[src/rtl/figure_pkg.sv]
// Shared constants and types for the figure selection controller.
package figure_pkg;

  localparam int N_FIGS = 4;

  localparam logic [1:0] FIG_TRI = 2'd0;
  localparam logic [1:0] FIG_SQR = 2'd1;
  localparam logic [1:0] FIG_CIR = 2'd2;
  localparam logic [1:0] FIG_PEN = 2'd3;

  typedef enum logic [1:0] {
    ST_GRID = 2'd0,
    ST_FULL = 2'd1,
    ST_AUTO = 2'd2
  } view_state_e;

  typedef enum logic [1:0] {
    STEP_NONE = 2'd0,
    STEP_FWD  = 2'd1,
    STEP_BACK = 2'd2
  } step_e;

  // Modular step of a figure index over n figures.
  function automatic logic [1:0] step_idx(input logic [1:0] idx, input step_e step, input int n);
    logic [1:0] last;
    last = 2'(n - 1);
    step_idx = idx;
    if (step == STEP_FWD) begin
      step_idx = (idx == last) ? 2'd0 : idx + 2'd1;
    end else if (step == STEP_BACK) begin
      step_idx = (idx == 2'd0) ? last : idx - 2'd1;
    end
  endfunction

endpackage

[src/rtl/frame_dwell_counter.sv]
// Counts frame ticks and flags the tick on which the dwell period elapses.
module frame_dwell_counter #(
  parameter int DWELL_FRAMES = 120
) (
  input  logic clk,
  input  logic rst_n,
  input  logic clear,
  input  logic frame_tick,
  output logic expire
);

  localparam logic [7:0] LAST_COUNT = 8'(DWELL_FRAMES - 1);

  logic [7:0] count_q, count_d;

  assign expire = frame_tick && !clear && (count_q == LAST_COUNT);

  always_comb begin
    count_d = count_q;
    if (clear) begin
      count_d = 8'd0;
    end else if (frame_tick) begin
      count_d = expire ? 8'd0 : count_q + 8'd1;
    end
  end

  always_ff @(posedge clk or negedge rst_n) begin
    if (!rst_n) begin
      count_q <= 8'd0;
    end else begin
      count_q <= count_d;
    end
  end

endmodule

[src/rtl/figure_select_ctrl.sv]
// Chooses which figure is shown and whether it fills the screen; button
// requests are collected during a frame and applied at the next frame tick.
module figure_select_ctrl #(
  parameter int DWELL_FRAMES = 120,
  parameter int N_FIGS       = 4
) (
  input  logic              clk,
  input  logic              rst_n,
  input  logic              frame_tick,
  input  logic              btn_next,
  input  logic              btn_prev,
  input  logic              btn_full,
  input  logic              auto_en,
  output logic [N_FIGS-1:0] fig_select,
  output logic              full_screen,
  output logic [1:0]        fig_idx,
  output logic              view_update
);

  import figure_pkg::*;

  view_state_e state_q, state_d;
  logic [1:0]  idx_q, idx_d;
  step_e       pend_step_q, pend_step_d;
  logic        pend_full_q, pend_full_d;
  logic        view_update_q, view_update_d;
  step_e       btn_step;
  logic        dwell_clear;
  logic        dwell_expire;

  // The counter only runs while in AUTO; a manual step restarts the dwell.
  assign dwell_clear = (state_q != ST_AUTO) || (frame_tick && (pend_step_q != STEP_NONE));

  frame_dwell_counter #(
    .DWELL_FRAMES(DWELL_FRAMES)
  ) u_dwell (
    .clk       (clk),
    .rst_n     (rst_n),
    .clear     (dwell_clear),
    .frame_tick(frame_tick),
    .expire    (dwell_expire)
  );

  always_comb begin
    btn_step = STEP_NONE;
    if (btn_next && !btn_prev) begin
      btn_step = STEP_FWD;
    end else if (btn_prev && !btn_next) begin
      btn_step = STEP_BACK;
    end
  end

  always_comb begin
    state_d       = state_q;
    idx_d         = idx_q;
    pend_step_d   = pend_step_q;
    pend_full_d   = pend_full_q;
    view_update_d = 1'b0;

    if (frame_tick) begin
      pend_step_d = STEP_NONE;
      pend_full_d = 1'b0;

      if (pend_step_q != STEP_NONE) begin
        idx_d = step_idx(idx_q, pend_step_q, N_FIGS);
      end else if (dwell_expire) begin
        idx_d = step_idx(idx_q, STEP_FWD, N_FIGS);
      end

      case (state_q)
        ST_GRID: begin
          if (pend_full_q) state_d = auto_en ? ST_AUTO : ST_FULL;
        end
        ST_FULL: begin
          if (pend_full_q)  state_d = ST_GRID;
          else if (auto_en) state_d = ST_AUTO;
        end
        ST_AUTO: begin
          if (pend_full_q)   state_d = ST_GRID;
          else if (!auto_en) state_d = ST_FULL;
        end
        default: state_d = ST_GRID;
      endcase

      view_update_d = (idx_d != idx_q) || ((state_d == ST_GRID) != (state_q == ST_GRID));
    end

    // Pulses arriving on the tick cycle itself belong to the next frame.
    if (btn_step != STEP_NONE) pend_step_d = btn_step;
    if (btn_full) pend_full_d = 1'b1;
  end

  always_ff @(posedge clk or negedge rst_n) begin
    if (!rst_n) begin
      state_q       <= ST_GRID;
      idx_q         <= 2'd0;
      pend_step_q   <= STEP_NONE;
      pend_full_q   <= 1'b0;
      view_update_q <= 1'b0;
    end else begin
      state_q       <= state_d;
      idx_q         <= idx_d;
      pend_step_q   <= pend_step_d;
      pend_full_q   <= pend_full_d;
      view_update_q <= view_update_d;
    end
  end

  assign fig_select  = {{(N_FIGS-1){1'b0}}, 1'b1} << idx_q;
  assign full_screen = (state_q != ST_GRID);
  assign fig_idx     = idx_q;
  assign view_update = view_update_q;

endmodule

[config.mk]
export PLATFORM = sky130hd
export DESIGN_NAME = figure_select_ctrl
export DESIGN_NICKNAME = d
export VERILOG_FILES = /design/src/rtl/figure_pkg.sv /design/src/rtl/frame_dwell_counter.sv /design/src/rtl/figure_select_ctrl.sv
export SDC_FILE = /design/constraint.sdc
export NUM_CORES = 1
export LEC_CHECK = 0
export ABC_AREA = 1
export CORE_UTILIZATION = 56
export CTS_CLUSTER_DIAMETER = 50
export DETAILED_ROUTE_END_ITERATION = 8
export PLACE_DENSITY = 0.82
export SYNTH_ARGS = -nofsm -noshare
export SYNTH_HDL_FRONTEND = slang
export SYNTH_SLANG_ARGS = --single-unit
export TNS_END_PERCENT = 5
[constraint.sdc]
create_clock -name clk -period 3.1 [get_ports clk]
set_clock_uncertainty 0.2 [all_clocks]
set_input_delay 0.62 -clock clk [delete_from_list [all_inputs] [get_ports clk]]
set_output_delay 0.62 -clock clk [all_outputs]
set_load 0.1 [all_outputs]
* Yosys cells after proc, flatten, opt, wreduce, memory -nomap -nowiden
Cells that the tools add are included.
** Word-level totals
- Bits in read-only memories :: 0
- Logic and storage cells :: 63
- Bits in writable memories :: 0
- Bits in latches :: 0
- Register bits after elaboration :: 16
- Bits of input ports :: 7
- Output and inout bits :: 8
- Memories :: 0
** Operators by class
- Shift operators :: 1
- Reductions and logical operators :: 19
- $lt $le $gt $ge :: 0
- Equality and inequality tests :: 9
- Bitwise gates (word level) :: 0
- Multiply operators :: 0
- Multiplexer cells :: 25
- Add/subtract/negate cells :: 3
- Div/mod/pow operators :: 0
** Operators with widths (count)
- $mux W2 :: 18
- $mux W8 :: 3
- $reduce_bool A2 Y1 :: 6
- $add A8 B1 Y8 const B :: 1
- $eq A8 B7 Y1 const B :: 1
- $eq A2 B2 Y1 const B :: 3
- $logic_not A2 Y1 :: 3
- $pmux W2 S3 :: 1
- $logic_and A1 B1 Y1 :: 5
- $eq A2 B1 Y1 const B :: 2
- $shl A1 B2 Y4 const A :: 1
- $logic_not A1 Y1 :: 3
- $mux W1 :: 3
- $add A2 B1 Y2 const B :: 1
- $logic_or A1 B1 Y1 :: 2
- $ne A2 B2 Y1 :: 1
- $ne A2 B2 Y1 const B :: 1
- $sub A2 B1 Y2 const B :: 1
- $ne A1 B1 Y1 :: 1

* Depth between registers and ports, before layout
Gate-level depths: netlist of run 1.
- Word-level depth :: 12
- Mapped depth :: 13
- Mapped depth without buffers :: 13

* Hierarchy
Synthesis of run 1 repeated with hierarchy kept, for this count alone.
** Second synthesis, totals
- Cell total of the unflattened synthesis :: 144
- Area total of the unflattened synthesis :: 1028.5 um2
** By module, submodules not included
- figure_select_ctrl :: times used 1, area each 538.0 um2, cells an instance 71
- frame_dwell_counter :: times used 1, area each 490.5 um2, cells an instance 73

* Least setup slack after synthesis of run 1
OpenSTA, ideal clock, no wires.
- Path type :: reg-to-reg
- Start :: register idx_q[0], in the netlist fig_idx[0]
- End :: register view_update_q, in the netlist view_update
- Stages on the path, launching flop included :: 10
- Data arrival time :: 2.646 ns
- Setup time :: 0.116 ns
- Slack :: 0.137 ns
- Cells stage by stage :: dfrtp_1 > ha_1 > or2_2 > nand2_1 > o2111ai_1 > nand2_2 > nand2_1 > nand3_1 > nor2_1 > nor2_1
** On the way
- Cells in the longest elaborated chain, start to end :: 9
** RTL lines
- start: declaration :: line figure_select_ctrl.sv:23 : logic [1:0] idx_q, idx_d;
- start signal: assignment :: line figure_select_ctrl.sv:102 : idx_q <= idx_d;
- $sub A2 B1 Y2 or $logic_not A2 Y1 (tied branches) :: line figure_pkg.sv:31 : step_idx = (idx == 2'd0) ? last : idx - 2'd1;
- $mux W2 :: line figure_pkg.sv:31
- $mux W2 :: line figure_pkg.sv:30 : end else if (step == STEP_BACK) begin
- $mux W2 :: line figure_pkg.sv:28 : if (step == STEP_FWD) begin
- $mux W2 :: line figure_select_ctrl.sv:64 : if (pend_step_q != STEP_NONE) begin
- $mux W2 :: line figure_select_ctrl.sv:60 : if (frame_tick) begin
- $ne A2 B2 Y1 * :: line figure_select_ctrl.sv:85 : view_update_d = (idx_d != idx_q) || ((state_d == ST_GRID) != (state_q == ST_GRID));
- $logic_or A1 B1 Y1 * :: line figure_select_ctrl.sv:85
- $mux W1 * :: line figure_select_ctrl.sv:60
- named net view_update_d :: line figure_select_ctrl.sv:26 : logic view_update_q, view_update_d;
- end signal: assignment :: line figure_select_ctrl.sv:105 : view_update_q <= view_update_d;
- end: declaration :: line figure_select_ctrl.sv:26
Mark *: on every way through the listed nets, which the timed path passes. The rest lies on a longest branch. The select of a mux whose other input is x is not followed.
A chain may end at the register's enable or synchronous reset.

* Worst setup path after layout of run 1
- Start :: register idx_q[0], in the netlist fig_idx[0]
- End :: output fig_select[0]
** On the way
- Cells in the longest elaborated chain, start to end :: 1
** RTL lines
- $shl A1 B2 Y4 :: line figure_select_ctrl.sv:109 : assign fig_select = {{(N_FIGS-1){1'b0}}, 1'b1} << idx_q;
- end: declaration :: line figure_select_ctrl.sv:14 : output logic [N_FIGS-1:0] fig_select,
No other way between the ends.

==> results.yml, run 1 <==
synthesis:
  yosysMostFrequentCell: "nand2_1"
  synth_edf_count: 0
  ys_types: 27
  mappedNetlistArea_mm2: 0.00101
  yosys-top-cells-count: "26 x nand2_1, 16 x dfrtp_1, 16 x inv_1, 16 x nor2_1, 9 x nand3_1"
  synthFlopType: "dfrtp_1"
  avgSynthCellArea_um2: 7.83
  synth_async_sr_flop_share: 1.00
  postSynthCellCount: 129
  ys_ff_latch: 16
  yosys-top-cells-area: "dfrtp_1 40%, nand2_1 9.7%, ha_1 8.7%"
  yosysTopAreaCell: "dfrtp_1"
  synthesis.nets: 143
  synth_top_area_share: 0.397
  yosysWarnings: 0
  yosysSeqAreaShare: 0.397
floorplan:
  die_area_mm2: 0.00198
  rows: 14
  core_area_mm2: 0.00159
  die_x_um: 44.5
  start_util: 0.633
  ioPinCount: 15
  die_y_um: 44.5
finish:
  area_growth_pct: 17.3
  final_util: 0.743
  fillers: 129
  multi_input_area_um2: 531
  fin_nets: 161
  drive_above_1_share: 0.158
  fin_area_mm2: 0.00118
  regArea_um2: 400
  antennaDiodeCount: 0
clocking:
  postCtsHoldBufs: 0
  cts_resized: 0
  cts_buffers: 3
  root_buffer: "clkbuf_4"
  clk_pin_slew_ns: 0.10
  postCtsSetupBuffers: 0
  clkSinkCount: 16
  insertion_delay_ns: 0.29
  htreeDepth: 1
  cts_tree: "built"
  cts_max_path_buffers: 2
place:
  place.detailed.hpwl_um: 1500
  port_buffers: 14
  gp_congestion: 0.925
  dpl_cell_area_mm2: 0.00115
pwr:
  switching_share: 0.543
  total_power_uw: 914
  p_clk_frac: 0.154
  cell_internal_pwr_uw: 418
  p_per_area_mw_per_mm2: 772
  p_switching_uw: 496
  pwr-share-comb: 0.563
  irDropWorstVdd_v: 0.000499
  seqPwrFrac: 0.282
  p_leak_nw: 0.572
sta:
  setup_viol: 0
  finalHoldViolCount: 0
  tightest_slew_ns: 0.721
  slew_headroom: 0.518
  rsz0062_at_grt: "false"
  maxSlewViolCount: 0
  fmax_mhz: 440
  period_share: 0.733
  tns_ns: 0
  fin_crit_ns: 2.27
route:
  wire_per_inst_um: 11.6
  ant_nets: 0
  firstDrtPassIters: 4
  drtIter0Drc: 28
  num_vias: 880
  routed_via_density: 5.18
  drcViolationCount: 0
  wl_um: 1970
global_route:
  grt_first_pass_wirelength_um: 3280
  antenna_found_initial: 0
  grt_usage: 0.229
  overflow: 0
  grt_max_degree: 17
  first_global_vias: 770
flow_run:
  maxCapViolations: 0
setup_path:
  cp_max_fo: 7
  critPathLaunchType: "flip-flop"
  cp.required_ns: 2.28
  path_class: "flip-flop to output pin"
  cp_data_arrival_time_ns: 1.45
  cp-end-kind: "output pin"
hold_path:
  hp-class: "flip-flop to flip-flop"
status:
  status: "complete, no violations"
-- flip-flops by register name, summed over array words and instances (netlist names) --
register	cells
view_update	1
pend_step_q	2
u_dwell.count_q	8
pend_full_q	1
state_q	2
fig_idx	2
-- critical path: stages, from the launching register on --
cell     delay [ns]
dfrtp_1        0.47
inv_1          0.20
ha_1           0.20
buf_4          0.29
-- cell type report --
type / instances / area share
inverter: 18 / 0.0570
clock buffer: 4 / 0.0306
tap: 24 / 0.0253
timing repair buffer: 14 / 0.101
sequential: 16 / 0.338
multi-input combinational: 94 / 0.448
-- layer usage --
layer,GRT usage,up-vias,wire [um]
met3,0.0245,4,96
met5,0,-,0
met2,0.347,31,856
met1,0.345,386,999
li1,-,459,-
met4,0.0727,0,23
-- layout by cell type (no fill, tap or decap), drive strengths merged --
cell type,count
a21oi,4
a2bb2oi,1
a31oi,1
buf,8
clkbuf,4
clkdlybuf4s50,6
clkinv,1
dfrtp,16
ha,7
inv,17
nand2,32
nand3,10
nand3b,1
nor2,18
nor3,4
nor3b,1
o2111ai,1
o21ai,6
o21bai,1
o221ai,1
o22ai,2
o32ai,1
o41ai,1
or2,1
xor2,1
-- through the flow --
step	hold WS (ns)	cells	worst slack [ns]
final	0.283	170	0.827
after CTS	0.285	170	0.833
after global placement	0.256	166	0.600
after floorplan	0.124	129	0.137
after detailed placement	0.272	166	0.554
after global routing	0.308	170	0.659
-- path summary, 6_finish.rpt --
| path | slack (ns) | to | cells after the start | start |
|---|---|---|---|---|
| min | 0.28 | u_dwell.count_q[7] | 1 | u_dwell.count_q[7] |
| min reg2reg | 0.28 | u_dwell.count_q[7] | 1 | u_dwell.count_q[7] |
| min in group asynchronous | 0.55 | fig_idx[0] | 1 | rst_n |
| max | 0.83 | fig_select[0] | 3 | fig_idx[0] |
| max in group asynchronous | 1.69 | u_dwell.count_q[5] | 1 | rst_n |
| max reg2reg | 1.20 | u_dwell.count_q[0] | 8 | u_dwell.count_q[0] |
-- power groups by stage --
stage	clock [mW]	sequential [mW]	combinational (mW)
after floorplan	0	0.351	0.332
after global placement	0	0.261	0.509
after detailed placement	0	0.263	0.512
after CTS	0.144	0.258	0.514
after global routing	0.151	0.262	0.544
final	0.141	0.258	0.515
-- cell families after synthesis --
group / count (synthesis) / share of synthesized area
flip-flops: 16 / 0.397
buffers and inverters: 19 / 0.0781
adder cells (fa/ha/maj): 7 / 0.0867
XOR/XNOR: 1 / 0.00868
AO/OA/AOI/OAI: 19 / 0.119
AND/OR/NAND/NOR: 67 / 0.311
Note: power is estimated with default switching activity, not from simulation.
==> run 2: changes to the inputs <==
- CORE_UTILIZATION: 56 -> 52
- PLACE_DENSITY: 0.82 -> 0.77
- clock period: 3.1 -> 2.2 ns (I/O delays scaled with it)
==> results.yml, run 2 (same netlist as run 1, synthesis figures left out) <==
route:
  drcViolationCount: 0
  routed_via_density: 5.35
  num_vias: 931
  ant_nets: 0
  wl_um: 2120
  firstDrtPassIters: 6
  wire_per_inst_um: 12.2
  drtIter0Drc: 21
flow_run:
  maxCapViolations: 0
floorplan:
  core_area_mm2: 0.00176
  die_y_um: 46.1
  die_area_mm2: 0.00212
  rows: 15
  die_x_um: 46.1
  start_util: 0.572
  ioPinCount: 15
clocking:
  clk_pin_slew_ns: 0.09
  cts_buffers: 3
  postCtsHoldBufs: 0
  cts_resized: 0
  cts_max_path_buffers: 2
  cts_tree: "built"
  postCtsSetupBuffers: 0
  htreeDepth: 1
  insertion_delay_ns: 0.29
  clkSinkCount: 16
  root_buffer: "clkbuf_4"
place:
  gp_congestion: 0.827
  dpl_cell_area_mm2: 0.00129
  port_buffers: 14
  place.detailed.hpwl_um: 1620
pwr:
  switching_share: 0.499
  p_clk_frac: 0.130
  total_power_mw: 1.50
  p_switching_uw: 748
  p_leak_nw: 0.610
  pwr-share-comb: 0.613
  cell_internal_pwr_uw: 749
  seqPwrFrac: 0.256
  p_per_area_mw_per_mm2: 1130
  irDropWorstVdd_v: 0.000663
setup_path:
  cp_slowest_cell: "dfrtp_2"
  crit_chain: "inv_1, ha_2, buf_12"
  cp_data_arrival_time_ns: 1.43
  path_class: "flip-flop to output pin"
  slowest_delay_ns: 0.50
  cp.required_ns: 1.56
  crit_end: "fig_select[2]"
  critPathLaunch: "fig_idx[0]"
  r2r_slack_ns: 0.24
  timing.rr.end: "u_dwell.count_q[6]"
  r2r_cells: 8
  cp_max_fo: 7
  cp-end-kind: "output pin"
  critPathLaunchType: "flip-flop"
  r2r-start: "u_dwell.count_q[0]"
sta:
  tightest_slew_ns: 0.371
  maxSlewViolCount: 0
  fin_crit_ns: 2.07
  setup_viol: 0
  period_share: 0.942
  tns_ns: 0
  finalHoldViolCount: 0
  slew_headroom: 0.752
  hold_ws_ns: 0.262
  fmax_mhz: 482
  rsz0062_at_grt: "false"
finish:
  fin_area_mm2: 0.00133
  layout_commonest_cell: "nand2_1"
  mostFrequentLayoutCells: "26 x nand2_1, 16 x inv_1, 16 x nor2_1"
  area_growth_pct: 31.4
  antennaDiodeCount: 0
  fin_nets: 164
  drive_above_1_share: 0.208
  top_register: "u_dwell.count_q"
  largest_reg_flops: 8
global_route:
  grt_first_pass_wirelength_um: 3480
  grt_max_degree: 17
  grt_usage: 0.234
  antenna_found_initial: 0
  overflow: 0
  first_global_vias: 853
hold_path:
  hp-class: "primary input to async pin"
status:
  status: "complete, no violations"
==> run 2: changes by cell type in the layout (fill, tap and decap cells not counted), sizes merged <==
cell / change
buf: +3
==> run 2: worst min path at each step <==
stage	start	end	slack, ns	depth (start not counted)
4_1_cts	rst_n	u_dwell.count_q[2]	0.28	2
2_1_floorplan	rst_n	fig_idx[0]	-0.06	0
6_report	rst_n	u_dwell.count_q[2]	0.26	2
5_1_grt	rst_n	u_dwell.count_q[2]	0.29	2
3_3_place_gp	u_dwell.count_q[7]	u_dwell.count_q[7]	0.27	1
3_5_place_dp	u_dwell.count_q[7]	u_dwell.count_q[7]	0.28	1
==> run 2: metal layers <==
layer	vias up	share of wire	global-route usage
met5	-	0	0
met4	0	0.016	0.0706
met3	6	0.063	0.0235
met2	38	0.49	0.411
met1	426	0.43	0.300
li1	461	-	-
==> run 2: per-stage QoR <==
step | setup slack, ns | instances | utilization
4_1_cts | 0.122 | 174 | 0.752
6_report | 0.127 | 174 | 0.752
2_1_floorplan | -0.105 | 129 | -
3_3_place_gp | 0.123 | 170 | 0.731
5_1_grt | 0.0687 | 174 | 0.752
3_5_place_dp | 0.0422 | 170 | 0.731
==> run 2: power by group through the flow <==
| stage | Clock (mW) | Combinational [mW] | Sequential [mW] |
|---|---|---|---|
| after floorplan | 0 | 0.513 | 0.505 |
| after global placement | 0 | 0.895 | 0.389 |
| after detailed placement | 0 | 0.915 | 0.389 |
| after CTS | 0.194 | 0.919 | 0.384 |
| after global routing | 0.202 | 0.962 | 0.391 |
| final | 0.195 | 0.918 | 0.384 |
==> run 2: cell type report <==
class,count,area [um2]
tap,25,31.3
timing repair buffer,17,230
fill,155,438
inverter,18,67.6
clock buffer,4,36.3
sequential,16,403
multi-input combinational,94,558
==> run 2: worst max-delay path, delay by kind of cell (launching register included) <==
kind	cells	cell delay, ns
flops	1	0.50
buf+inv	2	0.40
fa+ha+maj	1	0.24
==> run 3: changes to the inputs <==
- CORE_UTILIZATION: 52 -> 47
- PLACE_DENSITY: 0.77 -> 0.74
- clock period: 2.2 -> 1.83 ns (I/O delays scaled with it)
==> results.yml, run 3 (same netlist as run 1, synthesis figures left out) <==
clocking:
  clkSinkCount: 16
  cts_tree: "built"
  insertion_delay_ns: 0.28
  postCtsHoldBufs: 0
  cts_buffers: 3
  clk_pin_slew_ns: 0.09
  root_buffer: "clkbuf_4"
  cts_max_path_buffers: 2
  htreeDepth: 1
finish:
  mostFrequentLayoutCells: "24 x nand2_1, 15 x nor2_1, 14 x inv_1"
  top_register: "u_dwell.count_q"
  antennaDiodeCount: 0
  fillers: 145
  drive_above_1_share: 0.314
  largest_reg_flops: 8
  fin_nets: 174
  layout_commonest_cell: "nand2_1"
  fin_area_mm2: 0.00146
  area_growth_pct: 44.5
flow_run:
  maxCapViolations: 0
route:
  wire_per_inst_um: 12.7
  num_vias: 957
  drcViolationCount: 0
  wl_um: 2360
  firstDrtPassIters: 4
  ant_nets: 0
  routed_via_density: 5.15
  drtIter0Drc: 38
setup_path:
  cp_max_fo: 4
  cp.required_ns: 1.26
  cp_data_arrival_time_ns: 1.28
  critPathLaunchType: "flip-flop"
  r2r_cells: 8
  timing.rr.end: "view_update"
  r2r-start: "fig_idx[0]"
  cp-end-kind: "output pin"
  path_class: "flip-flop to output pin"
  r2r_slack_ns: 0.01
status:
  failed_checks: "setup timing"
  status: "complete, but fails checks"
place:
  port_buffers: 14
  gp_congestion: 0.856
  place.detailed.hpwl_um: 1850
  dpl_cell_area_mm2: 0.00136
sta:
  slew_headroom: 0.819
  fmax_mhz: 542
  fin_crit_ns: 1.85
  tightest_slew_ns: 0.268
  setup_viol: 3
  finalHoldViolCount: 0
  tns_ns: -0.0401
  maxSlewViolCount: 0
  setup_ws_ns: -0.0157
  period_share: 1.01
  hold_ws_ns: 0.190
  rsz0062_at_grt: "true"
global_route:
  overflow: 0
  grt_usage: 0.229
  antenna_found_initial: 0
  grt_max_degree: 17
  first_global_vias: 931
  grt_first_pass_wirelength_um: 4110
floorplan:
  die_x_um: 48.4
  core_area_mm2: 0.00198
  ioPinCount: 15
  die_area_mm2: 0.00234
  rows: 16
  start_util: 0.509
  die_y_um: 48.4
pwr:
  irDropWorstVdd_v: 0.000808
  p_leak_nw: 0.666
  p_per_area_mw_per_mm2: 1300
hold_path:
  hp-class: "primary input to async pin"
-- run 3: cell types whose count changed in the layout (fill, tap and decap cells not counted), sizes merged --
cell           previous run  this run
dlymetal6s2s              0         1
clkdlybuf4s50             6         5
buf                      11        21
-- run 3: layout make-up --
cell class,instances,area (um2),share of cell area
clock buffer,4,26.3,0.0180
inverter,18,75.1,0.0515
sequential,16,409,0.280
multi-input combinational,94,594,0.407
tap,27,33.8,0.0232
timing repair buffer,27,320,0.220
-- run 3: worst max path at each step --
stage / from / end / slack, ns / depth (start not counted)
global route: fig_idx[0] / view_update / -0.07 / 8
finish: fig_idx[1] / fig_select[1] / -0.02 / 3
detailed placement: frame_tick / view_update / -0.29 / 11
CTS: fig_idx[1] / fig_select[1] / -0.03 / 3
global placement: frame_tick / view_update / -0.16 / 11
floorplan: fig_idx[0] / view_update / -0.16 / 8
-- run 3: metrics by stage --
| stage | utilization | setup slack, ns | total power [mW] | instances |
|---|---|---|---|---|
| after floorplan | - | -0.160 | 1.27 | 129 |
| after global placement | 0.688 | -0.163 | 1.60 | 177 |
| after detailed placement | 0.688 | -0.285 | 1.64 | 177 |
| after CTS | 0.719 | -0.0325 | 1.90 | 184 |
| after global routing | 0.736 | -0.0748 | 1.99 | 186 |
| final | 0.736 | -0.0157 | 1.90 | 186 |
-- run 3: per-layer routing --
| metal | up-vias | routed length, um | global-route usage |
|---|---|---|---|
| met2 | 25 | 1190 | 0.394 |
| met4 | 0 | 27 | 0.0735 |
| met5 | - | 0 | 0 |
| met3 | 4 | 107 | 0.0692 |
| li1 | 484 | - | - |
| met1 | 444 | 1040 | 0.272 |
-- run 3: power by group --
part           internal [mW]  switching (mW)
sequential             0.401          0.0763
combinational          0.472           0.766
clock                 0.0846           0.104
total                  0.957           0.947
-- run 3: repair_timing --
| item | 4_1_cts | 5_1_grt |
|---|---|---|
| setup buffers | 3 | 2 |
| hold endpoints to repair | 0 | 0 |
| resized for setup | 2 | 7 |
| endpoints found under the setup margin | 3 | 6 |
| pin swaps | 0 | 4 |
-- run 3: critical path, cell delays in order (launching register included) --
cell and delay, ns:
dfrtp_4 0.54, inv_4 0.09, ha_2 0.19, buf_12 0.17
